[src/rtl/spd_info_frame_receiver.sv]
// Parses HB0..PB27 packet bytes; publishes SPD InfoFrame fields from checksum-clean frames only.
// Latency: outputs and pulses register one cycle after PB27 is accepted.
// Backpressure: none; in_valid low stalls parsing, a long enough gap aborts the packet.
module spd_info_frame_receiver #(
    parameter int TIMEOUT = 64
) (
    input  logic         clk_pixel,
    input  logic         reset_n,
    input  logic         in_valid,
    input  logic         in_start,
    input  logic [7:0]   in_byte,
    output logic [63:0]  vendor_name,
    output logic [127:0] product_description,
    output logic [7:0]   source_device_information,
    output logic         spd_update,
    output logic         checksum_error,
    output logic         spd_received
);

    typedef enum logic [1:0] {
        ST_IDLE,
        ST_HEADER,
        ST_BODY,
        ST_SKIP
    } state_t;

    localparam logic [7:0] SPD_TYPE    = 8'h83;
    localparam logic [7:0] SPD_VERSION = 8'h01;
    localparam logic [7:0] SPD_LENGTH  = 8'h19;
    localparam logic [4:0] IDX_LAST    = 5'd30;
    localparam logic [4:0] IDX_PB25    = 5'd28;
    localparam logic [4:0] IDX_PB1     = 5'd4;

    localparam int GW = (TIMEOUT > 1) ? $clog2(TIMEOUT) : 1;
    localparam logic [GW-1:0] GAP_LAST = GW'((TIMEOUT > 0) ? (TIMEOUT - 1) : 0);

    state_t              state_q, state_d;
    logic [4:0]          idx_q, idx_d;
    logic [7:0]          sum_q, sum_d;
    logic [GW-1:0]       gap_q, gap_d;
    logic [24:0][7:0]    shadow_q, shadow_d;
    logic [63:0]         vendor_q, vendor_d;
    logic [127:0]        product_q, product_d;
    logic [7:0]          sdi_q, sdi_d;
    logic                update_q, update_d;
    logic                cks_err_q, cks_err_d;
    logic                received_q, received_d;
    logic [4:0]          slot;

    // Shadow slot 0 holds PB1; PB0 and PB26/PB27 are never published.
    assign slot = idx_q - IDX_PB1;

    always_comb begin
        state_d    = state_q;
        idx_d      = idx_q;
        sum_d      = sum_q;
        gap_d      = gap_q;
        shadow_d   = shadow_q;
        vendor_d   = vendor_q;
        product_d  = product_q;
        sdi_d      = sdi_q;
        update_d   = 1'b0;
        cks_err_d  = 1'b0;
        received_d = received_q;

        if (in_valid && in_start) begin
            sum_d   = in_byte;
            idx_d   = 5'd1;
            gap_d   = '0;
            state_d = (in_byte == SPD_TYPE) ? ST_HEADER : ST_SKIP;
        end else if (in_valid) begin
            gap_d = '0;
            case (state_q)
                ST_HEADER: begin
                    sum_d = sum_q + in_byte;
                    idx_d = idx_q + 5'd1;
                    if ((idx_q == 5'd1 && in_byte != SPD_VERSION) ||
                        (idx_q == 5'd2 && in_byte != SPD_LENGTH)) begin
                        state_d = ST_SKIP;
                    end else if (idx_q == 5'd2) begin
                        state_d = ST_BODY;
                    end
                end
                ST_BODY: begin
                    idx_d = idx_q + 5'd1;
                    if (idx_q <= IDX_PB25) begin
                        sum_d = sum_q + in_byte;
                    end
                    if (idx_q >= IDX_PB1 && idx_q <= IDX_PB25) begin
                        shadow_d[slot] = in_byte;
                    end
                    if (idx_q == IDX_LAST) begin
                        state_d = ST_IDLE;
                        idx_d   = '0;
                        sum_d   = '0;
                        if (sum_q == 8'h00) begin
                            for (int k = 0; k < 8; k++) begin
                                vendor_d[63 - 8*k -: 8] = shadow_q[k];
                            end
                            for (int k = 0; k < 16; k++) begin
                                product_d[127 - 8*k -: 8] = shadow_q[8 + k];
                            end
                            sdi_d      = shadow_q[24];
                            update_d   = 1'b1;
                            received_d = 1'b1;
                        end else begin
                            cks_err_d = 1'b1;
                        end
                    end
                end
                ST_SKIP: begin
                    if (idx_q == IDX_LAST) begin
                        state_d = ST_IDLE;
                        idx_d   = '0;
                        sum_d   = '0;
                    end else begin
                        idx_d = idx_q + 5'd1;
                    end
                end
                default: ;
            endcase
        end else if (TIMEOUT > 0 && state_q != ST_IDLE) begin
            if (gap_q == GAP_LAST) begin
                state_d = ST_IDLE;
                idx_d   = '0;
                sum_d   = '0;
                gap_d   = '0;
            end else begin
                gap_d = gap_q + GW'(1);
            end
        end
    end

    always_ff @(posedge clk_pixel) begin
        if (!reset_n) begin
            state_q    <= ST_IDLE;
            idx_q      <= '0;
            sum_q      <= '0;
            gap_q      <= '0;
            shadow_q   <= '0;
            vendor_q   <= '0;
            product_q  <= '0;
            sdi_q      <= '0;
            update_q   <= 1'b0;
            cks_err_q  <= 1'b0;
            received_q <= 1'b0;
        end else begin
            state_q    <= state_d;
            idx_q      <= idx_d;
            sum_q      <= sum_d;
            gap_q      <= gap_d;
            shadow_q   <= shadow_d;
            vendor_q   <= vendor_d;
            product_q  <= product_d;
            sdi_q      <= sdi_d;
            update_q   <= update_d;
            cks_err_q  <= cks_err_d;
            received_q <= received_d;
        end
    end

    assign vendor_name               = vendor_q;
    assign product_description       = product_q;
    assign source_device_information = sdi_q;
    assign spd_update                = update_q;
    assign checksum_error            = cks_err_q;
    assign spd_received              = received_q;

endmodule

[config.mk]
export PLATFORM = sky130hd
export DESIGN_NAME = spd_info_frame_receiver
export DESIGN_NICKNAME = d
export VERILOG_FILES = /design/src/rtl/spd_info_frame_receiver.sv
export SDC_FILE = /design/constraint.sdc
export NUM_CORES = 1
export LEC_CHECK = 0
export ABC_AREA = 1
export BUFFER_PORTS_ARGS = -buffer_cell sky130_fd_sc_hd__buf_4
export CORE_AREA = 2 2 184 258
export DETAILED_ROUTE_END_ITERATION = 8
export DIE_AREA = 0 0 186 260
export HOLD_SLACK_MARGIN = 0.15
export PLACE_DENSITY_LB_ADDON = 0.08
export SYNTH_ARGS = -nofsm -noshare
export SYNTH_HDL_FRONTEND = slang
export SYNTH_SLANG_ARGS = --single-unit
[constraint.sdc]
create_clock -name clk_pixel -period 4 [get_ports clk_pixel]
set_clock_uncertainty 0.15 [all_clocks]
set_input_delay 0.4 -clock clk_pixel [delete_from_list [all_inputs] [get_ports clk_pixel]]
set_output_delay 0.4 -clock clk_pixel [all_outputs]
set_load 0.05 [all_outputs]
==> out/summary.txt <==
Clock sink total -> 424
Fmax -> 337 MHz
Multi-input combinational cell area -> 6650 um2
Status -> complete, no violations
Clk slew on worst S/H paths -> 60 ps
Final setup fails -> 0
Initial antenna violation count -> 0
Fillers -> 4791
Post-cts sizing count -> 0
Clock Root Buffer -> clkbuf_16
CP arrival -> 3190 ps
Worst-path fanout max -> 50
Global-route wire length before repair -> 72700 um
# IOs -> 215
Minimum hold slack -> 197 ps
Post-route DRC -> 0
Cts bufs inserted -> 44
Post-Route Setup TNS -> 0 ps
DP Wirelength -> 28300 um
Drt total wl -> 46600 um
Worst Setup Start Kind -> flip-flop
FF+latch count, synth -> 424
H-Tree Level Count -> 2
Row Count -> 93
Antenna-violating nets left -> 0
Largest net degree at the start of global routing -> 138
GR Overflow Total -> 0
Ant diodes -> 0
Area Overhead vs Synth -> 21.9%
Drt wl/cell -> 16.2 um
Routed vias -> 13866
Syn Area/Cell -> 7.64 um2
Sequential share of the synthesized area -> 0.532
Via count of the first global-routing pass -> 13204
DR pass1 iterations -> 5
Vias per cell -> 4.81
Final period util -> 0.741
Initial core utilization -> 0.347
Syn Inst Count -> 2087
Input/output buffers -> 214
Cell-internal power -> 0.00693 W
Slew @ Worst Pin -> 971 ps
Clk pwr share -> 0.485
Psw -> 0.00198 W
Die ar. -> 48400 um2
Die height -> 260 um
CP Capture Type -> flip-flop
Post-layout nets -> 2261
Synth warn -> 0
Slew Limit Fails -> 0
RD Place Congestion -> 0.814
RSZ-0062 raised after global routing -> false
1st-iter DRT viols -> 903
FF+latch area -> 8490 um2
Net Sw Frac -> 0.222
Logic gate share of total power -> 0.038
Cell area after synthesis -> 15900 um2
Post-synthesis cell type count -> 37
Commonest non-fill, non-tap cells in the layout -> nor2_1 (695), dfxtp_1 (424), o21ai_0 (407), buf_4 (222), nand2_1 (176)
Core box area -> 46000 um2
Share of cells above drive strength 1 -> 0.153
CP Class -> flip-flop to flip-flop
Total GRT Usage -> 0.189
Flop pwr share -> 0.477
Final hold violation count -> 0
Peak supply drop -> 0.303 mV
Setup Buffers After CTS -> 0
PwrDens -> 458 nW/um2
Max_cap viols -> 0
Type of the worst min-delay path -> primary input to flip-flop
Static Leak -> 7.86 nW
Post-synth net total -> 2116
Tmin final -> 2970 ps
Maximum clock path buffer count -> 3
CTS tree -> done
Die X -> 186 um
Worst Path Required -> 4230 ps
Rel. slew slack -> 0.352
Most common cell after layout, fill and taps aside -> nor2_1
CTS Hold Buffers Added -> 1
Clock latency on the worst-skew pair -> 550 ps
-- through the flow --
stage | cell area (um2) | cells | total power, W | utilization | worst slack, ps
floorplan | 15900 | 2087 | 0.00457 | - | 1870
global placement | 17900 | 2802 | 0.00468 | 0.389 | 1090
CTS | 19400 | 2882 | 0.00904 | 0.423 | 1040
finish | 19400 | 2882 | 0.00891 | 0.423 | 1030
global route | 19400 | 2882 | 0.00924 | 0.423 | 760
detailed placement | 17900 | 2802 | 0.00468 | 0.389 | 1050
-- layer usage --
layer,share of wire,vias to the layer above,GRT usage
met5,0,-,0
met4,0.018,0,0.0483
met3,0.046,55,0.0259
met2,0.49,295,0.328
met1,0.45,6472,0.246
li1,-,7044,-
-- worst max-delay path, stage by stage (launching register included) --
cell     delay [ps]
dfxtp_1         380
inv_1           120
ha_1            360
nand2_1         110
inv_1            50
nor2_1          190
inv_1           100
nand3_4         430
buf_4           580
nor2_4          140
nand2_1          90
a21oi_1          70
-- registers in the layout, indices dropped and copies added (netlist names) --
signal / count
sum_q: 8
state_q: 2
spd_update: 1
shadow_q: 200
idx_q: 5
vendor_name: 64
product_description: 128
spd_received: 1
source_device_information: 8
checksum_error: 1
gap_q: 6
-- power groups by stage --
stage               combinational (W)  sequential [W]  clock, W
global route                 0.000384         0.00424   0.00461
CTS                          0.000347         0.00424   0.00445
finish                       0.000343         0.00424   0.00432
floorplan                    0.000235         0.00433         0
global placement             0.000346         0.00434         0
detailed placement           0.000345         0.00434         0
-- kinds of logic (layout without fill, tap and decap cells) --
| kind of cell | after synthesis | in the layout | share of synthesized area |
|---|---|---|---|
| AO/OA/AOI/OAI | 500 | 500 | 0.158 |
| XOR/XNOR | 7 | 7 | 0.00432 |
| adder cells (fa/ha/maj) | 17 | 17 | 0.0138 |
| buffers and inverters | 187 | 365 | 0.0514 |
| flip-flops | 424 | 424 | 0.532 |
| AND/OR/NAND/NOR | 952 | 952 | 0.240 |
-- cells in the mapped netlist, drive strengths merged --
cell	number	area share
nor2	720	0.18
inv	57	0.013
dfxtp	424	0.53
xor2	5	0.0032
o21a	1	0.00047
xnor2	2	0.0011
clkinv	1	0.00024
a21boi	1	0.00047
a21oi	86	0.027
nand2b	1	0.00039
or2	2	0.00094
nor4	1	0.00039
o21ai	408	0.13
a211oi	1	0.00047
nor3	18	0.0063
nor3b	1	0.00047
ha	16	0.013
and3	1	0.00039
nand3	24	0.0078
buf	49	0.019
clkbuf	80	0.019
a31oi	2	0.00078
fa	1	0.0013
a21o	1	0.00047
nand2	177	0.042
nand4	7	0.0027
-- area by class of cell --
cell class	instances	share of cell area
clock buffers	65	0.0679
clock inverters	14	0.0111
inverters	58	0.0115
multi-input cells	1476	0.342
flip-flops and latches	424	0.437
well taps	617	0.0397
repair buffers	228	0.0911
-- path summary, 6_finish.rpt --
kind	start	end	slack (ps)	cells past startpoint
hold reg to reg	shadow_q[29]	shadow_q[29]	320	2
setup reg to reg	idx_q[0]	shadow_q[84]	1030	11
hold / removal	in_start	state_q[1]	200	6
setup / recovery	idx_q[0]	shadow_q[84]	1030	11
Power figures use the tool's default switching activity.
